## config.mk

```make
export PLATFORM = sky130hd
export DESIGN_NAME = cpu_sequencer
export DESIGN_NICKNAME = d
export VERILOG_FILES = /design/src/rtl/cpu_sequencer.sv
export SDC_FILE = /design/constraint.sdc
export NUM_CORES = 1
export LEC_CHECK = 0
export BUFFER_PORTS_ARGS = -buffer_cell sky130_fd_sc_hd__buf_2
export CAP_MARGIN = 15
export CORE_MARGIN = 2
export CORE_UTILIZATION = 45
export CTS_CLUSTER_SIZE = 25
export DETAILED_ROUTE_END_ITERATION = 12
export HOLD_SLACK_MARGIN = 0.08
export PLACE_DENSITY = 0.68
export SLEW_MARGIN = 20
export SYNTH_ARGS = -nofsm -noshare
export SYNTH_HDL_FRONTEND = slang
export SYNTH_SLANG_ARGS = --single-unit
```

## constraint.sdc

```tcl
create_clock -name clk -period 6.1 [get_ports clk]
set_clock_uncertainty 0.1 [all_clocks]
set_input_delay 0.305 -clock clk [delete_from_list [all_inputs] [get_ports clk]]
set_output_delay 0.305 -clock clk [all_outputs]
set_load 0.01 [all_outputs]
```

## src/rtl/cpu_sequencer.sv

```systemverilog
// Fetch/decode/execute sequencer for the 8-bit accumulator CPU: program memory, PC and a
// single-cycle accumulator write strobe. Optional macro SEQ_SINGLE_STEP_EN adds step_mode/step and a PAUSE state.
module cpu_sequencer #(
  parameter int DATA_W     = 8,
  parameter int ADDR_W     = 4,
  parameter int PROG_DEPTH = 16
) (
  input  logic              clk,
  input  logic              reset,
  input  logic              start,
  input  logic              load_en,
  input  logic [ADDR_W-1:0] load_addr,
  input  logic [DATA_W-1:0] load_data,
  input  logic              acc_write_req,
`ifdef SEQ_SINGLE_STEP_EN
  input  logic              step_mode,
  input  logic              step,
`endif
  output logic [DATA_W-1:0] instr_out,
  output logic              instr_valid,
  output logic              acc_write_en,
  output logic [ADDR_W-1:0] pc_out,
  output logic              busy,
  output logic              halted,
  output logic [7:0]        instr_count
);

`ifdef SEQ_SINGLE_STEP_EN
  typedef enum logic [2:0] {
    ST_IDLE    = 3'd0,
    ST_FETCH   = 3'd1,
    ST_DECODE  = 3'd2,
    ST_EXECUTE = 3'd3,
    ST_HALTED  = 3'd4,
    ST_PAUSE   = 3'd5
  } state_t;
`else
  typedef enum logic [2:0] {
    ST_IDLE    = 3'd0,
    ST_FETCH   = 3'd1,
    ST_DECODE  = 3'd2,
    ST_EXECUTE = 3'd3,
    ST_HALTED  = 3'd4
  } state_t;
`endif

  localparam logic [3:0] OP_JMP  = 4'hE;
  localparam logic [3:0] OP_HALT = 4'hF;

  state_t              state_r;
  logic [DATA_W-1:0]   mem_r [PROG_DEPTH];
  logic [DATA_W-1:0]   instr_r;
  logic [ADDR_W-1:0]   pc_r;
  logic                instr_valid_r;
  logic                busy_r;
  logic                halted_r;
  logic [7:0]          instr_count_r;
  logic [3:0]          opcode_s;
  logic                mem_we_s;
  logic                acc_write_en_s;
  logic                to_pause_s;
  logic [7:0]          count_inc_s;

  // Decode helpers: memory write gating, accumulator strobe and retire count.
  always_comb begin
    opcode_s    = instr_r[DATA_W-1 -: 4];
    mem_we_s    = 1'b0;
    count_inc_s = (instr_count_r == 8'hFF) ? 8'hFF : instr_count_r + 8'd1;
    if (!reset && load_en && (state_r == ST_IDLE || state_r == ST_HALTED)) begin
      mem_we_s = 1'b1;
    end else begin
      mem_we_s = 1'b0;
    end
    // Strobe follows the decoder's request live in EXECUTE so it lasts exactly that cycle.
    acc_write_en_s = 1'b0;
    if (state_r == ST_EXECUTE && opcode_s != OP_HALT && opcode_s != OP_JMP) begin
      acc_write_en_s = acc_write_req;
    end else begin
      acc_write_en_s = 1'b0;
    end
`ifdef SEQ_SINGLE_STEP_EN
    to_pause_s = step_mode;
`else
    to_pause_s = 1'b0;
`endif
  end

  // Program memory write port; contents survive reset.
  always_ff @(posedge clk) begin
    if (mem_we_s) begin
      mem_r[load_addr] <= load_data;
    end
  end

  // Sequencer FSM with registered status outputs.
  always_ff @(posedge clk) begin
    if (reset) begin
      state_r       <= ST_IDLE;
      pc_r          <= '0;
      instr_r       <= '0;
      instr_valid_r <= 1'b0;
      busy_r        <= 1'b0;
      halted_r      <= 1'b0;
      instr_count_r <= 8'd0;
    end else begin
      case (state_r)
        ST_IDLE, ST_HALTED: begin
          if (!load_en && start) begin
            state_r       <= ST_FETCH;
            pc_r          <= '0;
            instr_count_r <= 8'd0;
            busy_r        <= 1'b1;
            halted_r      <= 1'b0;
          end
        end
        ST_FETCH: begin
          instr_r       <= mem_r[pc_r];
          instr_valid_r <= 1'b1;
          state_r       <= ST_DECODE;
        end
        ST_DECODE: begin
          state_r <= ST_EXECUTE;
        end
        ST_EXECUTE: begin
          instr_valid_r <= 1'b0;
          if (opcode_s == OP_HALT) begin
            state_r  <= ST_HALTED;
            busy_r   <= 1'b0;
            halted_r <= 1'b1;
          end else begin
            pc_r          <= (opcode_s == OP_JMP) ? instr_r[ADDR_W-1:0] : pc_r + {{(ADDR_W-1){1'b0}}, 1'b1};
            instr_count_r <= count_inc_s;
`ifdef SEQ_SINGLE_STEP_EN
            if (to_pause_s) begin
              state_r <= ST_PAUSE;
              busy_r  <= 1'b0;
            end else begin
              state_r <= ST_FETCH;
            end
`else
            state_r <= to_pause_s ? ST_FETCH : ST_FETCH;
`endif
          end
        end
`ifdef SEQ_SINGLE_STEP_EN
        ST_PAUSE: begin
          if (step || !step_mode) begin
            state_r <= ST_FETCH;
            busy_r  <= 1'b1;
          end
        end
`endif
        default: begin
          state_r       <= ST_IDLE;
          instr_valid_r <= 1'b0;
          busy_r        <= 1'b0;
          halted_r      <= 1'b0;
        end
      endcase
    end
  end

  assign instr_out    = instr_r;
  assign instr_valid  = instr_valid_r;
  assign acc_write_en = acc_write_en_s;
  assign pc_out       = pc_r;
  assign busy         = busy_r;
  assign halted       = halted_r;
  assign instr_count  = instr_count_r;

endmodule

```

Word level (Yosys, flattened, before mapping)
Memory sizes are Yosys's and may differ from the RTL's. A register that Yosys moved wholly into a read port is not among the register bits. Cells that the tools add are included.

Bits of input ports: 17. Memories kept: 1. Memory bits (writable): 128. Output and inout port bits: 24. Register bits after elaboration: 18.

Memories: mem_r (words 16, bits a word 8, read ports 1, clocked after Yosys merged registers in 1, wr ports 1, line 51) `logic [DATA_W-1:0] mem_r [PROG_DEPTH];`.

Bitwise logic cells: 1. Reductions and logical operators: 15. Eq/ne operators: 12. Mux-type cells: 22. Add/subtract/negate cells: 2.

Operator list (count): 2-to-1 mux 8 bit (3); one-hot mux 8 bit (2 select lines) (1); 2-to-1 mux 4 bit (3); one-hot mux 3 bit (4 select lines) (1); adder 8 x 1 -> 8 bit (second input constant) (1); == test 4 bit (second input constant) (2); == test 8 bit (second input constant) (1); 2-to-1 mux 1 bit (8); != test 4 bit (second input constant) (2); one-hot mux 4 bit (2 select lines) (1); == test 3 x 2 -> 1 bit (second input constant) (2); 2-to-1 mux 3 bit (2); one-hot mux 1 bit (3 select lines) (2); AND reduction 3 bit (2); logical AND 1 bit (5); adder 4 x 1 -> 4 bit (second input constant) (1); != test 2 bit (second input constant) (2); OR reduction 2 bit (2); == test 3 x 1 -> 1 bit (second input constant) (1); == test 3 bit (second input constant) (1); logical NOT 3 bit (1); OR reduction 3 bit (1); logical NOT 1 bit (2); != test 2 x 1 -> 1 bit (second input constant) (1); other kinds (4) (4).

Depth between registers and ports, before layout
Gate-level depths: netlist of run 1.

Depth in word-level cells: 6. Gate-level depth with buffers: 7.

Worst setup path after synthesis of run 1
Ideal clock, no wire load.

Kind: register -> register. From: reg state_r[1]. To: mem mem_r[0][0] (enable). Clock period less this slack: 2.271 ns. Required time: 5.617 ns. Cell stages (with the launch flop): 6. Setup slack: 3.829 ns. Arrival: 1.788 ns. Cells stage by stage: dfxtp_1 -> buf_2 -> nor4b_1 -> nor2b_1 -> nand2b_1 -> nor3_1.

Cells in the longest elaborated chain, start to end: 6. Elaborated cells between the ends (all ways): 7. Classes of those cells: eq/ne (1); mux (3); reduce/logical (3).

RTL lines: start: declaration (line 50) `state_t state_r;`; start signal: assignment (line 141) `state_r <= to_pause_s ? ST_FETCH : ST_FETCH;`; == test 3 bit / logical NOT 3 bit (equally long branches) (line 69) `if (!reset && load_en && (state_r == ST_IDLE || state_r == ST_HALTED)) begin`; logical OR 1 bit * (line 69); logical AND 1 bit * (line 69); 2-to-1 mux 1 bit * (line 69); 2-to-1 mux 1 bit * (line 90) `if (mem_we_s) begin`; 2-to-1 mux 1 bit (not written as such) * (line 91) `mem_r[load_addr] <= load_data;`; end: declaration (line 51).

Every way passes the cells marked *; elsewhere a longest branch is shown, timed or not.

Worst setup path in the final report of run 1
From: reg state_r[1]. To: mem mem_r[4][6] (enable).

The elaborated chain is that of the path after synthesis.

==> metrics.csv, run 1 <==
metric,value,unit
outcome,completed,
n_antenna_cell,0,
final-setup-viol-count,0,
cp.depth,4,
setup_slack,3.43,ns
dp_hpwl,8060,um
slowest_stage,nor4b_1,
r2r-end,mem_r[4][6]$_DFFE_PP_,
ant_nets,0,
post-cts-setup-buffers,0,
firstDrtPassIters,4,
finalCriticalPeriod,2.67,ns
power-per-cell-area,320,nW/um2
die-area,14900,um2
p_leak,0.00238,uW
tightestPinTransition,1.00,ns
cts_tree,yes,
worst_ep_required_time,6.04,ns
critPathCapture,mem_r[4][6]$_DFFE_PP_,
path_class,register to register,
fp.dieW,122,um
portBuffers,40,
hold_class,input pin to register,
reg2reg_depth,4,
row_count,43,
crit_buf_inv,0,
final_nets,423,
ctsResizeCount,0,
r2r_start,state_r[1]$_SDFFE_PP0P_,
r2r_slack,3.43,ns
cp-start-kind,register,
post-route-util,52.4,%
ys_types,52,
endpoint_kind,register,
clkLatencyLatePin,0.42,ns
initial_utilization,45.5,%
final_common_cell,edfxtp_1,
layout-drive-gt1-share,26.0,%
avgSynthCellArea,17.4,um2
cp_cell_sequence,nor4b_1 > nor2b_1 > nand2b_1 > nor2_1,
slew_viol_final,0,
ys.flop_type,edfxtp_1,
peakVddDrop,180,uV
syn_area,6270,um2
vias,3371,
whs,0.176,ns
yosysWarningCount,0,
max_stage_delay,0.76,ns
cts.path.max_buffers,2,
syn2layout_area_growth,15.0,%
htree_levels,4,
final_cell_mix,"edfxtp_1, buf_2, nor2_1, dfxtp_1, mux4_2",
post-route-period-util,43.8,%
async_reset_ff_share,0,%
first_iter_violations,324,
fmax,0.374,GHz
numCtsBuffers,17,
viasPerCell,5.66,
crit_family,simple AND/OR/NAND/NOR gates,
cp.arrival,2.61,ns
rsz0062_at_grt,false,
crit_start,state_r[1]$_SDFFE_PP0P_,
clk_pin_slew_worst_paths,0.06,ns
io-pin-count,41,
grt_max_degree,37,
crit_fanout,13,
clkSinkCount,154,
globalplace.congestion,0.828,
synth_cells,360,
dieHeight,122,um
pre_cts_slack,2.99,ns
cts_root_buf,clkbuf_16,
drt_drc_violations_left,0,
yosysSeqAreaShare,69.6,%
wl_per_cell,20.7,um
grt_pass1_wl,19000,um
core-area,13800,um2
relSlewSlack,33.1,%
grt_usage,18.0,%
antenna_found_initial,0,
grt_pass1_vias,3280,
synth_fp_nets,379,
synth-seq-cells,154,
hold_viol_final,0,
cap_violations,0,
cts_hold_buf,0,
setup_tns,0,ns
synth_edf_count,128,
overflow,0,
routed_wl,12400,um
==> layout make-up <==
type                       count  area [um2]
tap                          180         225
sequential                   154        4370
clock buffer                  19         433
inverter                       5        18.8
timing repair buffer          42         215
multi-input combinational    184        1800
fill                        1119        6560
clock inverter                12         150
==> registers in the layout (all words and copies together), names as in the netlist <==
signal / flops
mem_r: 128
instr_count: 8
instr_out: 8
pc_out: 4
state_r: 3
busy: 1
halted: 1
instr_valid: 1
==> metrics by stage <==
step	std cells	area [um2]	total power, uW
final	596	7210	2310
after global routing	596	7210	2380
after CTS	596	7190	2320
after detailed placement	565	6610	1300
after global placement	565	6610	1290
after floorplan	360	6270	1250
==> layer usage <==
layer,share of wire [%],global-route usage [%]
met1,45,24.4
met2,48,28.0
met3,5.9,4.59
met4,1.6,7.18
met5,0,0
==> Yosys cell counts (2+ instances only) <==
master    instances  area share, %
ha_1              2           0.40
a221o_1           8            1.3
a32o_1            3           0.48
o21ai_0           9           0.72
nor2_1           25            1.5
nand3_1          11           0.88
nor4b_1           2           0.28
a21boi_0          3           0.36
a21o_1            4           0.48
nand2_1          11           0.66
mux2_2            9            1.6
nor2b_1           2           0.20
nor3_1            8           0.64
nand2b_1          4           0.40
a21oi_1          12           0.96
and3_1            5           0.50
clkbuf_1          5           0.30
edfxtp_1        128             61
dfxtp_1          26            8.3
buf_2             3           0.24
inv_1             5           0.30
mux4_2           18            6.5
buf_6             4           0.72
mux2i_1           8            1.3
buf_1             2           0.12
nand3b_1          3           0.36
mux4_1           14            5.9
buf_4             2           0.24
==> power breakdown <==
group / internal [uW] / switching [uW] / total, uW
sequential: 1160 / 20.2 / 1180
combinational: 37.5 / 62.8 / 100
clock: 638 / 391 / 1030
total: 1830 / 474 / 2310
==> cells by family after synthesis <==
family                     after synthesis  synth area share (%)
xor gates and xnor gates                 2                 0.279
AOI/OAI and AO/OA                       50                  5.71
adders and majority gates                2                 0.399
DFF                                    154                  69.6
buffers and inverters                   22                  1.99
and+or+nand+nor                         81                  6.82
muxes                                   49                  15.2
==> worst min path at each step <==
stage | from | to | slack [ns] | depth (start not counted)
global placement | halted$_SDFFE_PP0P_ | halted$_SDFFE_PP0P_ | 0.38 | 2
global route | load_data[5] | mem_r[13][5]$_DFFE_PP_ | 0.18 | 1
floorplan | load_data[0] | mem_r[0][0]$_DFFE_PP_ | 0.30 | 0
finish | reset | state_r[2]$_SDFFE_PP0P_ | 0.18 | 2
detailed placement | halted$_SDFFE_PP0P_ | halted$_SDFFE_PP0P_ | 0.38 | 2
CTS | reset | state_r[2]$_SDFFE_PP0P_ | 0.17 | 2
(Power assumes the default switching activity.)
==> run 2: changes to the inputs <==
--- a/config.mk
+++ b/config.mk
@@ -5,6 +5,7 @@
 export SDC_FILE = /design/constraint.sdc
 export NUM_CORES = 1
 export LEC_CHECK = 0
+export ABC_AREA = 1
 export BUFFER_PORTS_ARGS = -buffer_cell sky130_fd_sc_hd__buf_2
 export CAP_MARGIN = 15
 export CORE_MARGIN = 2
==> constraint.sdc (replaced) <==
create_clock -name clk -period 2.6 [get_ports clk]
set_clock_uncertainty 0.1 [all_clocks]
set_input_delay 0.13 -clock clk [delete_from_list [all_inputs] [get_ports clk]]
set_output_delay 0.13 -clock clk [all_outputs]
set_load 0.01 [all_outputs]
==> metrics.csv, run 2 <==
metric,value,unit
outcome,completed,
synth_fp_nets,730,
peakVddDrop,906,uV
cp-start-kind,register,
reg2reg_depth,5,
die-area,16100,um2
drt_drc_violations_left,0,
slew_viol_final,0,
fp.dieW,127,um
ys_types,27,
io-pin-count,41,
endpoint_kind,register,
yosysWarningCount,0,
ant_nets,0,
yosysMostFrequentCell,nand2_1,
firstDrtPassIters,5,
layout-drive-gt1-share,12.8,%
grt_pass1_vias,4812,
final_nets,788,
setup_tns,0,ns
path_class,register to register,
slowest_stage,nor2_1,
first_iter_violations,506,
final-setup-viol-count,0,
vias,4908,
synth-seq-cells,154,
yosysTopAreaCellShare,56.6,%
cts_root_buf,clkbuf_16,
worst_ep_required_time,2.56,ns
largest_reg_flops,128,
r2r_start,state_r[1]$_SDFFE_PP0P_,
min_path_cells,6,
final_cell_mix,"nand2_1, edfxtp_1, nand3_1",
globalplace.congestion,0.865,
dieHeight,127,um
cp_cell_sequence,nor2_2 > inv_2 > nor3_2 > nand2_1 > nor2_1,
ys.flop_type,edfxtp_1,
hp-start,load_en,
r2r-end,mem_r[1][4]$_DFFE_PP_,
numCtsBuffers,17,
max_stage_delay,0.53,ns
overflow,0,
p_leak,0.00337,uW
clkLatencyLatePin,0.42,ns
grt_max_degree,70,
row_count,44,
post-route-period-util,84.7,%
hold_viol_final,0,
tightestPinTransition,0.622,ns
avgSynthCellArea,9.56,um2
grt_pass1_wl,23800,um
cap_violations,0,
wl_per_cell,15.4,um
portBuffers,40,
syn_area,6800,um2
syn2layout_area_growth,16.0,%
antenna_found_initial,0,
whs,0.147,ns
ctsResizeCount,0,
cts.path.max_buffers,2,
synth_top_cell_by_area,edfxtp_1,
n_antenna_cell,0,
netlist_top_cells_area,"edfxtp_1, nand2_1, dfxtp_1",
cts_tree,yes,
regMostFlops,mem_r,
finalCriticalPeriod,2.20,ns
grt_usage,19.5,%
fmax,0.454,GHz
routed_wl,14800,um
crit_fanout,8,
relSlewSlack,58.4,%
yosysSeqAreaShare,64.2,%
synth_cells,711,
clkSinkCount,154,
r2r_slack,0.40,ns
clk_pin_slew_worst_paths,0.06,ns
dp_hpwl,9670,um
cp.arrival,2.16,ns
ys_top_cells_by_count,"nand2_1, edfxtp_1, nand3_1",
htree_levels,4,
power-per-cell-area,799,nW/um2
initial_utilization,46.4,%
final_common_cell,nand2_1,
viasPerCell,5.08,
holdPathEnd,state_r[0]$_SDFFE_PP0P_,
synth_edf_count,128,
async_reset_ff_share,0,%
rsz0062_at_grt,false,
core-area,14600,um2
hold_class,input pin to register,
-- run 2: changes by cell type in the layout (fill, tap and decap cells not counted), moves of 10 or more --
cell / delta
dlygate4sd3_1: +12
buf_4: +14
a21oi_1: +10
inv_1: +86
nand3_1: +89
nand2_1: +236
mux4_1: -14
mux4_2: -18
-- run 2: how the worst max path moves through the flow --
stage / start / end / slack [ns] / cells past startpoint
2_1_floorplan: state_r[1]$_SDFFE_PP0P_ / mem_r[10][0]$_DFFE_PP_ / 0.86 / 5
3_3_place_gp: state_r[1]$_SDFFE_PP0P_ / mem_r[0][2]$_DFFE_PP_ / 0.53 / 5
3_5_place_dp: state_r[1]$_SDFFE_PP0P_ / mem_r[1][2]$_DFFE_PP_ / 0.48 / 5
4_1_cts: state_r[1]$_SDFFE_PP0P_ / mem_r[1][4]$_DFFE_PP_ / 0.45 / 5
5_1_grt: state_r[1]$_SDFFE_PP0P_ / mem_r[1][4]$_DFFE_PP_ / 0.30 / 5
6_report: state_r[1]$_SDFFE_PP0P_ / mem_r[1][4]$_DFFE_PP_ / 0.40 / 5
-- run 2: cell type report --
cell class	instances	area (um2)
multi-input combinational	430	1870
inverter	97	367
sequential	154	4370
clock inverter	15	168
timing repair buffer	69	460
clock buffer	17	425
fill	1283	6760
tap	184	230
-- run 2: cells by family (layout without fill, tap and decap cells) --
family | Yosys count | after routing | synth area share, %
simple gates | 392 | 392 | 24.1
xor+xnor | 2 | 2 | 0.258
compound gates | 34 | 34 | 2.73
fa+ha+maj | 2 | 2 | 0.368
flops | 154 | 154 | 64.2
buf+inv | 127 | 198 | 8.32
-- run 2: power breakdown --
part	switching, uW	internal (uW)
registers	61.1	2740
logic	749	324
clock network	996	1430
-- run 2: per-layer routing --
layer / routed length, um / part of all wire, % / vias to the layer above / GRT usage, %
met5: 0 / 0 / - / 0
met4: 180 / 1.2 / 0 / 5.95
met3: 925 / 6.2 / 17 / 5.10
met2: 7270 / 49 / 156 / 33.1
met1: 6460 / 44 / 2310 / 24.7
li1: - / - / 2425 / -
-- run 2: critical path, delay by kind of cell (launching register included) --
kind / cells / cell delay, ns
and+or+nand+nor: 4 / 1.30
DFF: 1 / 0.35
buffers and inverters: 1 / 0.08
-- run 2: what timing repair did --
action                                 in CTS  in global routing
setup buffers                               0                  0
hold buffers                               12                  0
endpoints found under the hold margin     142                  0
-- run 2: per-stage QoR --
| step | cell area, um2 | cells | util, % | setup slack [ns] | total power, uW |
|---|---|---|---|---|---|
| final | 7880 | 966 | 53.8 | 0.398 | 6300 |
| after global routing | 7880 | 966 | 53.8 | 0.297 | 6590 |
| after CTS | 7880 | 966 | 53.8 | 0.449 | 6330 |
| after detailed placement | 7170 | 922 | 48.9 | 0.484 | 3900 |
| after global placement | 7170 | 922 | 48.9 | 0.534 | 3880 |
| after floorplan | 6800 | 711 | - | 0.861 | 3620 |
